===== src/rtl/l15_resp_ser_pkg.sv =====
// Shared definitions for the L1.5 response serializer: default geometry,
// derived beat widths, the default entry layout and parameter legality check.
package l15_resp_ser_pkg;

  localparam int LINE_BYTES_DEF = 64;
  localparam int BEAT_BITS_DEF  = 64;
  localparam int FIFO_DEPTH_DEF = 2;

  function automatic int calc_num_beats(input int line_bytes, input int beat_bits);
    return (line_bytes * 8) / beat_bits;
  endfunction

  function automatic int calc_beat_idx_w(input int num_beats);
    return (num_beats > 1) ? $clog2(num_beats) : 1;
  endfunction

  function automatic bit is_pow2(input int x);
    return (x > 0) && ((x & (x - 1)) == 0);
  endfunction

  // Line must split into a power-of-two number of whole beats; FIFO depth
  // must be a power of two of at least 2 so the wrap-bit pointers work.
  function automatic bit params_legal(input int line_bytes, input int beat_bits,
                                      input int fifo_depth);
    if (line_bytes <= 0 || beat_bits <= 0) return 1'b0;
    if (((line_bytes * 8) % beat_bits) != 0) return 1'b0;
    if (!is_pow2(calc_num_beats(line_bytes, beat_bits))) return 1'b0;
    if (!is_pow2(fifo_depth) || fifo_depth < 2) return 1'b0;
    return 1'b1;
  endfunction

  localparam int NUM_BEATS  = calc_num_beats(LINE_BYTES_DEF, BEAT_BITS_DEF);
  localparam int BEAT_IDX_W = calc_beat_idx_w(NUM_BEATS);

  // Entry layout for the default geometry.
  typedef struct packed {
    logic [3:0]                  rtntype;
    logic                        threadid;
    logic                        multi;
    logic [BEAT_IDX_W-1:0]       first_beat;
    logic [LINE_BYTES_DEF*8-1:0] data;
  } l15_resp_entry_t;

endpackage


===== src/rtl/l15_resp_ser_fifo.sv =====
// Synchronous FIFO with wrap-bit pointers; holds whole response entries.
// Storage is not reset, only the pointers are.
module l15_resp_ser_fifo #(
  parameter int WIDTH = 8,
  parameter int DEPTH = 2
) (
  input  logic                     clk,
  input  logic                     rst_n,
  input  logic                     wr_en,
  input  logic [WIDTH-1:0]         wr_data,
  input  logic                     rd_en,
  output logic [WIDTH-1:0]         rd_data,
  output logic                     full,
  output logic                     empty,
  output logic [$clog2(DEPTH):0]   occupancy
);

  localparam int AW = $clog2(DEPTH);

  logic [WIDTH-1:0] mem [DEPTH];
  logic [AW:0]      wr_ptr;
  logic [AW:0]      rd_ptr;

  assign full      = (wr_ptr[AW] != rd_ptr[AW]) && (wr_ptr[AW-1:0] == rd_ptr[AW-1:0]);
  assign empty     = (wr_ptr == rd_ptr);
  assign occupancy = wr_ptr - rd_ptr;
  assign rd_data   = mem[rd_ptr[AW-1:0]];

  // Pointer advance; pointers wrap naturally through the extra MSB.
  always_ff @(posedge clk or negedge rst_n) begin
    if (!rst_n) begin
      wr_ptr <= '0;
      rd_ptr <= '0;
    end else begin
      if (wr_en && !full)  wr_ptr <= wr_ptr + 1'b1;
      if (rd_en && !empty) rd_ptr <= rd_ptr + 1'b1;
    end
  end

  // Entry storage write at the tail.
  always_ff @(posedge clk) begin
    if (wr_en && !full) mem[wr_ptr[AW-1:0]] <= wr_data;
  end

endmodule


===== src/rtl/l15_resp_serializer.sv =====
// L1.5 response serializer: buffers whole line responses and replays each as
// BEAT_BITS-wide beats over a valid/ready channel.
// Optional macro L15_RESP_SER_CWF_EN enables critical-word-first beat order.
module l15_resp_serializer
  import l15_resp_ser_pkg::*;
#(
  parameter  int LINE_BYTES = 64,
  parameter  int BEAT_BITS  = 64,
  parameter  int FIFO_DEPTH = 2,
  localparam int NB         = calc_num_beats(LINE_BYTES, BEAT_BITS),
  localparam int IDX_W      = calc_beat_idx_w(NB)
) (
  input  logic                          clk,
  input  logic                          rst_n,
  input  logic                          l15_resp_val,
  input  logic [3:0]                    l15_resp_rtntype,
  input  logic                          l15_resp_threadid,
  input  logic                          l15_resp_multi,
  input  logic [IDX_W-1:0]              l15_resp_first_beat,
  input  logic [LINE_BYTES*8-1:0]       l15_resp_data,
  output logic                          l15_resp_ack,
  output logic                          beat_val,
  input  logic                          beat_rdy,
  output logic [BEAT_BITS-1:0]          beat_data,
  output logic [IDX_W-1:0]              beat_idx,
  output logic                          beat_first,
  output logic                          beat_last,
  output logic [3:0]                    beat_rtntype,
  output logic                          beat_threadid,
  output logic [$clog2(FIFO_DEPTH):0]   occupancy
);

  localparam int LINE_BITS = LINE_BYTES * 8;

  if (!params_legal(LINE_BYTES, BEAT_BITS, FIFO_DEPTH)) begin : g_bad_params
    $error("l15_resp_serializer: illegal LINE_BYTES/BEAT_BITS/FIFO_DEPTH combination");
  end

  typedef struct packed {
    logic [3:0]           rtntype;
    logic                 threadid;
    logic                 multi;
`ifdef L15_RESP_SER_CWF_EN
    logic [IDX_W-1:0]     first_beat;
`endif
    logic [LINE_BITS-1:0] data;
  } entry_t;

  entry_t                 wr_entry;
  entry_t                 head;
  logic [$bits(entry_t)-1:0] head_bits;
  logic                   fifo_full;
  logic                   fifo_empty;
  logic                   hs;
  logic                   at_last;
  logic [IDX_W-1:0]       cnt;
  logic [IDX_W-1:0]       last_cnt;
  logic [IDX_W-1:0]       line_idx;
  logic [BEAT_BITS-1:0]   sel_data;

  // Entry capture; the critical beat index is only kept when CWF is built in.
  always_comb begin
    wr_entry          = '0;
    wr_entry.rtntype  = l15_resp_rtntype;
    wr_entry.threadid = l15_resp_threadid;
    wr_entry.multi    = l15_resp_multi;
    wr_entry.data     = l15_resp_data;
`ifdef L15_RESP_SER_CWF_EN
    wr_entry.first_beat = l15_resp_first_beat;
`endif
  end

`ifndef L15_RESP_SER_CWF_EN
  logic unused_first_beat;
  assign unused_first_beat = ^l15_resp_first_beat;
`endif

  assign l15_resp_ack = l15_resp_val && !fifo_full;

  l15_resp_ser_fifo #(
    .WIDTH ($bits(entry_t)),
    .DEPTH (FIFO_DEPTH)
  ) u_fifo (
    .clk       (clk),
    .rst_n     (rst_n),
    .wr_en     (l15_resp_ack),
    .wr_data   (wr_entry),
    .rd_en     (hs && at_last),
    .rd_data   (head_bits),
    .full      (fifo_full),
    .empty     (fifo_empty),
    .occupancy (occupancy)
  );

  assign head     = entry_t'(head_bits);
  assign beat_val = !fifo_empty;
  assign hs       = beat_val && beat_rdy;
  assign last_cnt = head.multi ? IDX_W'(NB - 1) : '0;
  assign at_last  = (cnt == last_cnt);

  // Line position of the current beat: in order, or rotated from the
  // stored critical beat for full-line entries.
  always_comb begin
    line_idx = '0;
    if (head.multi) begin
`ifdef L15_RESP_SER_CWF_EN
      line_idx = (head.first_beat + cnt) & IDX_W'(NB - 1);
`else
      line_idx = cnt;
`endif
    end
  end

  assign sel_data = head.data[int'(line_idx)*BEAT_BITS +: BEAT_BITS];

  // Beat counter: advances per handshake, returns to 0 as the head pops.
  always_ff @(posedge clk or negedge rst_n) begin
    if (!rst_n) begin
      cnt <= '0;
    end else if (hs) begin
      cnt <= at_last ? '0 : cnt + 1'b1;
    end
  end

  assign beat_data     = beat_val ? sel_data      : '0;
  assign beat_idx      = beat_val ? line_idx      : '0;
  assign beat_first    = beat_val && (cnt == '0);
  assign beat_last     = beat_val && at_last;
  assign beat_rtntype  = beat_val ? head.rtntype  : '0;
  assign beat_threadid = beat_val && head.threadid;

endmodule


===== config.mk =====
export PLATFORM = sky130hd
export DESIGN_NAME = l15_resp_serializer
export DESIGN_NICKNAME = d
export VERILOG_FILES = /design/src/rtl/l15_resp_ser_pkg.sv /design/src/rtl/l15_resp_ser_fifo.sv /design/src/rtl/l15_resp_serializer.sv
export SDC_FILE = /design/constraint.sdc
export NUM_CORES = 1
export LEC_CHECK = 0
export ABC_AREA = 1
export BUFFER_PORTS_ARGS = -buffer_cell sky130_fd_sc_hd__buf_4
export CORE_MARGIN = 1.5
export CORE_UTILIZATION = 52
export DETAILED_ROUTE_END_ITERATION = 12
export HOLD_SLACK_MARGIN = 0.1
export PLACE_DENSITY = 0.75
export SYNTH_ARGS = -nofsm -noshare
export SYNTH_HDL_FRONTEND = slang
export SYNTH_SLANG_ARGS = --single-unit
export TNS_END_PERCENT = 20

===== constraint.sdc =====
create_clock -name clk -period 25.5 [get_ports clk]
set_input_delay 3.825 -clock clk [delete_from_list [all_inputs] [get_ports clk]]
set_output_delay 3.825 -clock clk [all_outputs]
set_load 0.05 [all_outputs]

==> impl_results.md, run 1 <==
* Status: finished, final reports clean
* Delay-heaviest family, CP: buffers and inverters
* Worst path max stage delay at 780 ps
* HP Class: flop to flop
* Critical path arrival at around 5400 ps
* Die ar. at 0.0818 mm²
* Core area at ~0.08 mm²
* CTS Hold Buffers Added at 0
* Crit-path cells: inv_8, nand2_1, nand2_1, ha_4, inv_8, buf_12, nand3_1, nand3_1, nand2_1, nand2_1, nand2_1, buf_4
* Worst-path clk slew at around 60 ps
* Wire length per cell at 22.4 µm
* Drt via density at 5.57
* Worst-skew pair later-pin latency at 670 ps
* Initial antenna violation count at 57
* Total of max-cap violations at 0
* Crit path launch: u_fifo.rd_ptr[0]$_DFFE_PN0P_
* Layout Area Growth over Synthesis at 20.6%
* Setup repair bufs after CTS at 0
* Detailed placement HPWL at 71,300 µm
* Leakage power at 19.7 nW
* Final min period at 9230 ps
* Synthesized area per cell at between 10 and 15 µm²
* Hold path start: u_fifo.wr_ptr[0]$_DFFE_PN0P_
* Vias in the first global route at 27.3k
* Synth Cell Area at 0.0417 mm²
* Worst VDD drop at 0.0880 mV
* Clock sink count at 1,043
* Synth cell types at 22
* CP endpoint kind: output pin
* Core Rows at between 100 and 150
* Fin worst setup slack at 16,270 ps
* Slew Viols, Final at 0
* Seq cells post-synth at 1,043
* Io pins at 603
* Slowest-stage cell, CP: inv_8
* Worst r2r src: u_fifo.rd_ptr[0]$_DFFE_PN0P_
* Critical Path RT at ~22,000 ps
* Synth Instances at 3,458
* Max Clock Skew at 27.4 ps
* Vias at approximately 29k
* DRT iter0 DRCs at 3,421
* # setup viols final at 0
* DRT antenna net count at 0
* Largest net degree at the start of global routing at 180
* Final setup TNS at 0 ps
* Drt first pass iters at 5
* Power per Cell Area at 135 mW/mm²
* First-pass GRT wire length at 167,000 µm
* Slew HR at 19.2%
* TritonCTS clock tree: built
* Yosys Warn Count at 0
* Crit share post-route at 36.2%
* Post-route DRC at 0
* Nets at approximately 4.5k
* Sequential share of the synthesized area at 75.1%
* Filler cells at 5,885
* Die W at 286 µm
* Port bufs at around 600
* WP buf/inv at 4
* RSZ-0062 raised after global routing: no
* Top fanout value on the critical path at 179
* Place WS at 16,810 ps
* CP Class: flop to output pin
* Clock tree buffer depth at 3
* # resized after CTS at 0
* Clk root buf: clkbuf_16
* Height of the die at 286 µm
* Cell repeated most along the worst path: nand2_1
* Routability Congestion at 0.861
* Final hold violation count at 0
* Gr ovfl total at 0
* H-tree levels at 3
* Layout cells sized above 1 at 19.5%
* GRT Total Usage at a little over a quarter
* Fmax at between 100 and 150 MHz
* CTS buffer count at around 110
* Worst Tran Pin Value at 1210 ps
* Final WL at 116,000 µm
* Crit start category: flop
* Starting Density at a little over half
* Synthesized net count at 3,989
==> cells by family (layout without fill, tap and decap cells) <==
group / count (synthesis) / after routing / share of synthesized area (%)
compound gates: 3 / 3 / 0.0360
buf+inv: 236 / 848 / 2.73
fa+ha+maj: 6 / 6 / 0.180
simple gates: 2165 / 2165 / 21.9
xor+xnor: 5 / 5 / 0.123
other cells: 0 / 51 / 0
flops: 1043 / 1043 / 75.1
==> path summary, 6_finish.rpt <==
check	endpoint	slack (ps)	cells after the start
setup reg to reg	u_fifo.mem[0][496]$_DFFE_PP_	19650	9
max in group asynchronous	u_fifo.rd_ptr[0]$_DFFE_PN0P_	22360	1
hold reg to reg	u_fifo.wr_ptr[0]$_DFFE_PN0P_	570	2
hold / removal	u_fifo.wr_ptr[0]$_DFFE_PN0P_	570	2
setup / recovery	beat_data[27]	16270	12
min in group asynchronous	cnt[2]$_DFFE_PN0P_	2990	1
==> power by group <==
part	total, mW	internal, mW	leakage [nW]	switching [mW]
Combinational	2.73	0.677	8.29	2.05
Sequential	2.57	2.45	9.72	0.120
Clock	1.49	0.854	1.65	0.640
Total	6.80	3.98	19.7	2.81
==> flip-flops by register name (all words and copies together), names as in the netlist <==
register and count:
cnt 3, u_fifo.wr_ptr 2, u_fifo.rd_ptr 2, u_fifo.mem 1036
==> tightest hold or removal path, delay by kind of cell, from the launching register on <==
kind | cells | cell delay, ps
flops | 1 | 380
simple gates | 2 | 140
==> area by class of cell <==
cell class | instances | area, µm² | share of cell area, %
clock buffers | 124 | 2720 | 5.41
inverters | 22 | 110 | 0.219
clock inverters | 71 | 636 | 1.27
well taps | 1050 | 1310 | 2.61
multi-input cells | 2179 | 9280 | 18.5
diodes | 51 | 128 | 0.254
flip-flops and latches | 1043 | 31300 | 62.3
repair buffers | 631 | 4760 | 9.48
==> cell usage after synthesis, drive strengths merged <==
library cell / count / area, µm²
nor3: 1 / 5.00
clkbuf: 50 / 188
nand3: 770 / 3850
inv: 22 / 82.6
buf: 164 / 867
o21ai: 3 / 15.0
ha: 6 / 75.1
nand4: 2 / 12.5
edfxtp: 1036 / 31100
nand3b: 1 / 7.51
nor2: 3 / 11.3
dfrtp: 7 / 175
xnor2: 4 / 42.6
nand2: 1388 / 5220
xor2: 1 / 8.76
==> layout by cell type, fill, tap and decap left out, drive strengths merged <==
| master | count |
|---|---|
| xnor2 | 4 |
| bufinv | 9 |
| clkinv | 58 |
| nand2 | 1388 |
| nor2 | 3 |
| nand3b | 1 |
| ha | 6 |
| inv | 24 |
| nand4 | 2 |
| xor2 | 1 |
| clkbuf | 124 |
| o21ai | 3 |
| edfxtp | 1036 |
| dfrtp | 7 |
| diode | 51 |
| nand3 | 770 |
| buf | 631 |
| nor3 | 1 |
| clkinvlp | 2 |
==> through the flow <==
| stage | instances | total power, mW | instance area, µm² | util [%] | hold WS, ps |
|---|---|---|---|---|---|
| global route | 5166 | 7.12 | 50200 | 63.5 | 612 |
| finish | 5171 | 6.80 | 50200 | 63.5 | 565 |
| detailed placement | 4925 | 5.31 | 46800 | 59.1 | 558 |
| CTS | 5120 | 6.81 | 50100 | 63.3 | 570 |
| floorplan | 3458 | 4.65 | 41700 | - | 491 |
| global placement | 4925 | 5.26 | 46800 | 59.1 | 513 |
==> layer usage <==
metal / up-vias / GRT usage, % / routed length [µm]
met5: - / 0 / 86
met4: 12 / 13.9 / 5450
met3: 251 / 6.14 / 11100
met2: 1426 / 41.0 / 53200
met1: 13932 / 38.2 / 46000
li1: 13201 / - / -
No activity file was read; power rests on OpenSTA's default activity.
==> run 2, diff against run 1 <==
--- a/config.mk
+++ b/config.mk
@@ -5,13 +5,13 @@
 export SDC_FILE = /design/constraint.sdc
 export NUM_CORES = 1
 export LEC_CHECK = 0
-export ABC_AREA = 1
+export ABC_AREA = 0
 export BUFFER_PORTS_ARGS = -buffer_cell sky130_fd_sc_hd__buf_4
 export CORE_MARGIN = 1.5
-export CORE_UTILIZATION = 52
+export CORE_UTILIZATION = 57
 export DETAILED_ROUTE_END_ITERATION = 12
 export HOLD_SLACK_MARGIN = 0.1
-export PLACE_DENSITY = 0.75
+export PLACE_DENSITY = 0.79
 export SYNTH_ARGS = -nofsm -noshare
 export SYNTH_HDL_FRONTEND = slang
 export SYNTH_SLANG_ARGS = --single-unit
==> constraint.sdc (replaced) <==
create_clock -name clk -period 8.7 [get_ports clk]
set_input_delay 1.305 -clock clk [delete_from_list [all_inputs] [get_ports clk]]
set_output_delay 1.305 -clock clk [all_outputs]
set_load 0.05 [all_outputs]
==> run 2 against run 1 <==
Effect of this change: power rose to 2.8 times the previous value; synthesized cell count down 50%; area after synthesis down 4.2%; register-to-register slack worse by 15000 ps; largest power group is now registers; wire length down 18%; global-route usage down 1.2 points.
==> impl_results.md, run 2 <==
* Status: finished, final reports clean
* Delay-heaviest family, CP: buffers and inverters
* DRT antenna net count at 0
* Crit-path cells: mux2_1, ha_4, buf_4, and2_4, buf_4, nand3_1, o311ai_1, buf_4
* Io pins at 603
* # setup viols final at 0
* Final min period at approximately 6400 ps
* Critical Path RT at 7390 ps
* Die ar. at 0.0716 mm²
* Clk root buf: clkbuf_16
* Worst Tran Pin Value at 1110 ps
* Worst-skew pair later-pin latency at 650 ps
* CP endpoint kind: output pin
* Layout cells sized above 1 at 42.3%
* Place WS at roughly 2900 ps
* Async SR Flop Fraction at 0.671%
* Crit share post-route at roughly 73%
* Cell repeated most along the worst path: buf_4
* HP Class: input pin to async pin
* Largest net degree at the start of global routing at 150
* GRT Total Usage at 26.3%
* Detailed placement HPWL at 60,000 µm
* Final WL at 94,400 µm
* Leakage power at between 15 and 20 nW
* Worst reg2reg path depth at 5
* TritonCTS clock tree: built
* Core Rows at 96
* Top cell type by total area after synthesis: edfxtp_1
* Gr ovfl total at 0
* Starting Density at 57.9%
* Commonest cells post-synth: edfxtp_1 (1,036), mux4_2 (256), nand3_1 (127)
* H-tree levels at 3
* Top fanout value on the critical path at 45
* Total of max-cap violations at 0
* Synthesized area per cell at 23.3 µm²
* Worst-path clk slew at approximately 60 ps
* Synth cell types at 32
* Fmax at 156 MHz
* Final hold violation count at 0
* Drt first pass iters at 6
* Port bufs at roughly 600
* Setup repair bufs after CTS at 0
* Fin worst setup slack at 2310 ps
* Synth area leaders: edfxtp_1 (78%), mux4_2 (14%), mux2i_1 (1.7%), nand3_1 (1.6%), o311ai_1 (1.4%)
* Critical path arrival at roughly 5000 ps
* Clock tree buffer depth at 3
* Layout Utilization at 70.4%
* Slowest-stage cell, CP: dfrtp_4
* Initial antenna violation count at 33
* Vias at 20.4k
* Clock sink count at approximately 1.0k
* Slew Viols, Final at 0
* Drt via density at 6.06
* Most frequent cells in the layout: edfxtp_1 (1,036), buf_4 (621), mux4_2 (256)
* Post-synth EDFFs at a little over 1k
* Synth Instances at around 1.7k
* Top-count cell post-synth: edfxtp_1
* Synth Flop Type: edfxtp_1
* Die W at around 270 µm
* Largest register FFs at 1,036
* Crit start category: flop
* Commonest non-fill, non-tap cell in the layout: edfxtp_1
* CP Class: flop to output pin
* Worst r2r src: u_fifo.rd_ptr[0]$_DFFE_PN0P_
* Routability Congestion at 0.815
* Synth Cell Area at ~0.04 mm²
* DRT iter0 DRCs at 1,889
* Share of the synthesized area in the top cell type at 78.0%
* Post-route DRC at 0
* R2R Path End: u_fifo.mem[1][138]$_DFFE_PP_
* Core area at 0.0689 mm²
* RSZ-0062 raised after global routing: no
* Wire length per cell at approximately 28 µm
* Vias in the first global route at roughly 22k
* Yosys Warn Count at 0
* Layout Area Growth over Synthesis at 21.6%
* Worst VDD drop at 0.323 mV
* Max Clock Skew at 15.5 ps
* Setup slack, reg-to-reg at 4480 ps
* Worst path max stage delay at 1000 ps
* CTS Hold Buffers Added at 0
* Seq cells post-synth at 1,043
* Slew HR at 25.9%
* Sequential share of the synthesized area at 78.4%
* Power per Cell Area at about 390 mW/mm²
* First-pass GRT wire length at 137,000 µm
* WP buf/inv at 3
* # resized after CTS at 0
* Levels on crit path at 8
* Nets at 2,869
* Final setup TNS at 0 ps
* CTS buffer count at 102
* Height of the die at roughly 270 µm
* Synthesized net count at between 2k and 2.5k
==> run 2: cell types whose count changed after synthesis, sizes merged, moves of 4 or more <==
cell | before | now
and2 | 0 | 7
nand2 | 1388 | 0
inv | 22 | 6
mux4 | 0 | 256
nand3 | 770 | 127
mux2i | 0 | 69
buf | 164 | 82
clkbuf | 50 | 27
nor2 | 3 | 7
o311ai | 0 | 63
==> run 2: worst max-delay path by stage <==
stage          slack, ps                         start                          to
3_3_place_gp        2950  u_fifo.rd_ptr[0]$_DFFE_PN0P_               beat_data[31]
5_1_grt             2060  u_fifo.rd_ptr[0]$_DFFE_PN0P_               beat_data[34]
4_1_cts             2140  u_fifo.rd_ptr[0]$_DFFE_PN0P_               beat_data[34]
2_1_floorplan       -460                  l15_resp_val  u_fifo.mem[0][0]$_DFFE_PP_
3_5_place_dp        2870  u_fifo.rd_ptr[0]$_DFFE_PN0P_               beat_data[29]
6_report            2310  u_fifo.rd_ptr[0]$_DFFE_PN0P_               beat_data[34]
==> run 2: power breakdown <==
part           switching (mW)  internal, mW  total [mW]
logic                    4.61          2.48        7.09
registers               0.409          7.27        7.68
clock network            1.80          2.43        4.23
total                    6.82          12.2        19.0
==> run 2: final cells by class <==
class	instances	area, µm²
fill	4138	20400
timing repair buffer	627	4780
clock inverter	52	495
clock buffer	130	2700
inverter	6	25.0
antenna	19	47.5
sequential	1043	31300
multi-input combinational	558	8020
tap	931	1160
==> run 2: per-stage QoR <==
step	power (mW)	instance area [µm²]	cells	hold slack [ps]
floorplan	12.9	39900	1716	461
global placement	14.7	45300	3165	474
detailed placement	14.9	45300	3165	475
CTS	19.2	48500	3347	427
global route	19.7	48500	3363	434
finish	19.0	48500	3366	466
==> run 2: cells by family after synthesis <==
family                   share of synthesized area (%)
AO/OA/AOI/OAI                                     1.53
XOR/XNOR                                         0.132
adder cells (fa/ha/maj)                          0.188
buffers and inverters                             1.66
flip-flops                                        78.4
multiplexers                                      16.2
AND/OR/NAND/NOR                                   1.88
==> run 2: per-layer routing <==
layer	GRT usage (%)	vias to the layer above	part of all wire (%)
li1	-	8650	-
met5	0	-	0.17
met1	30.7	10539	35
met2	45.0	969	53
met3	8.53	221	9.1
met4	10.6	28	3.4
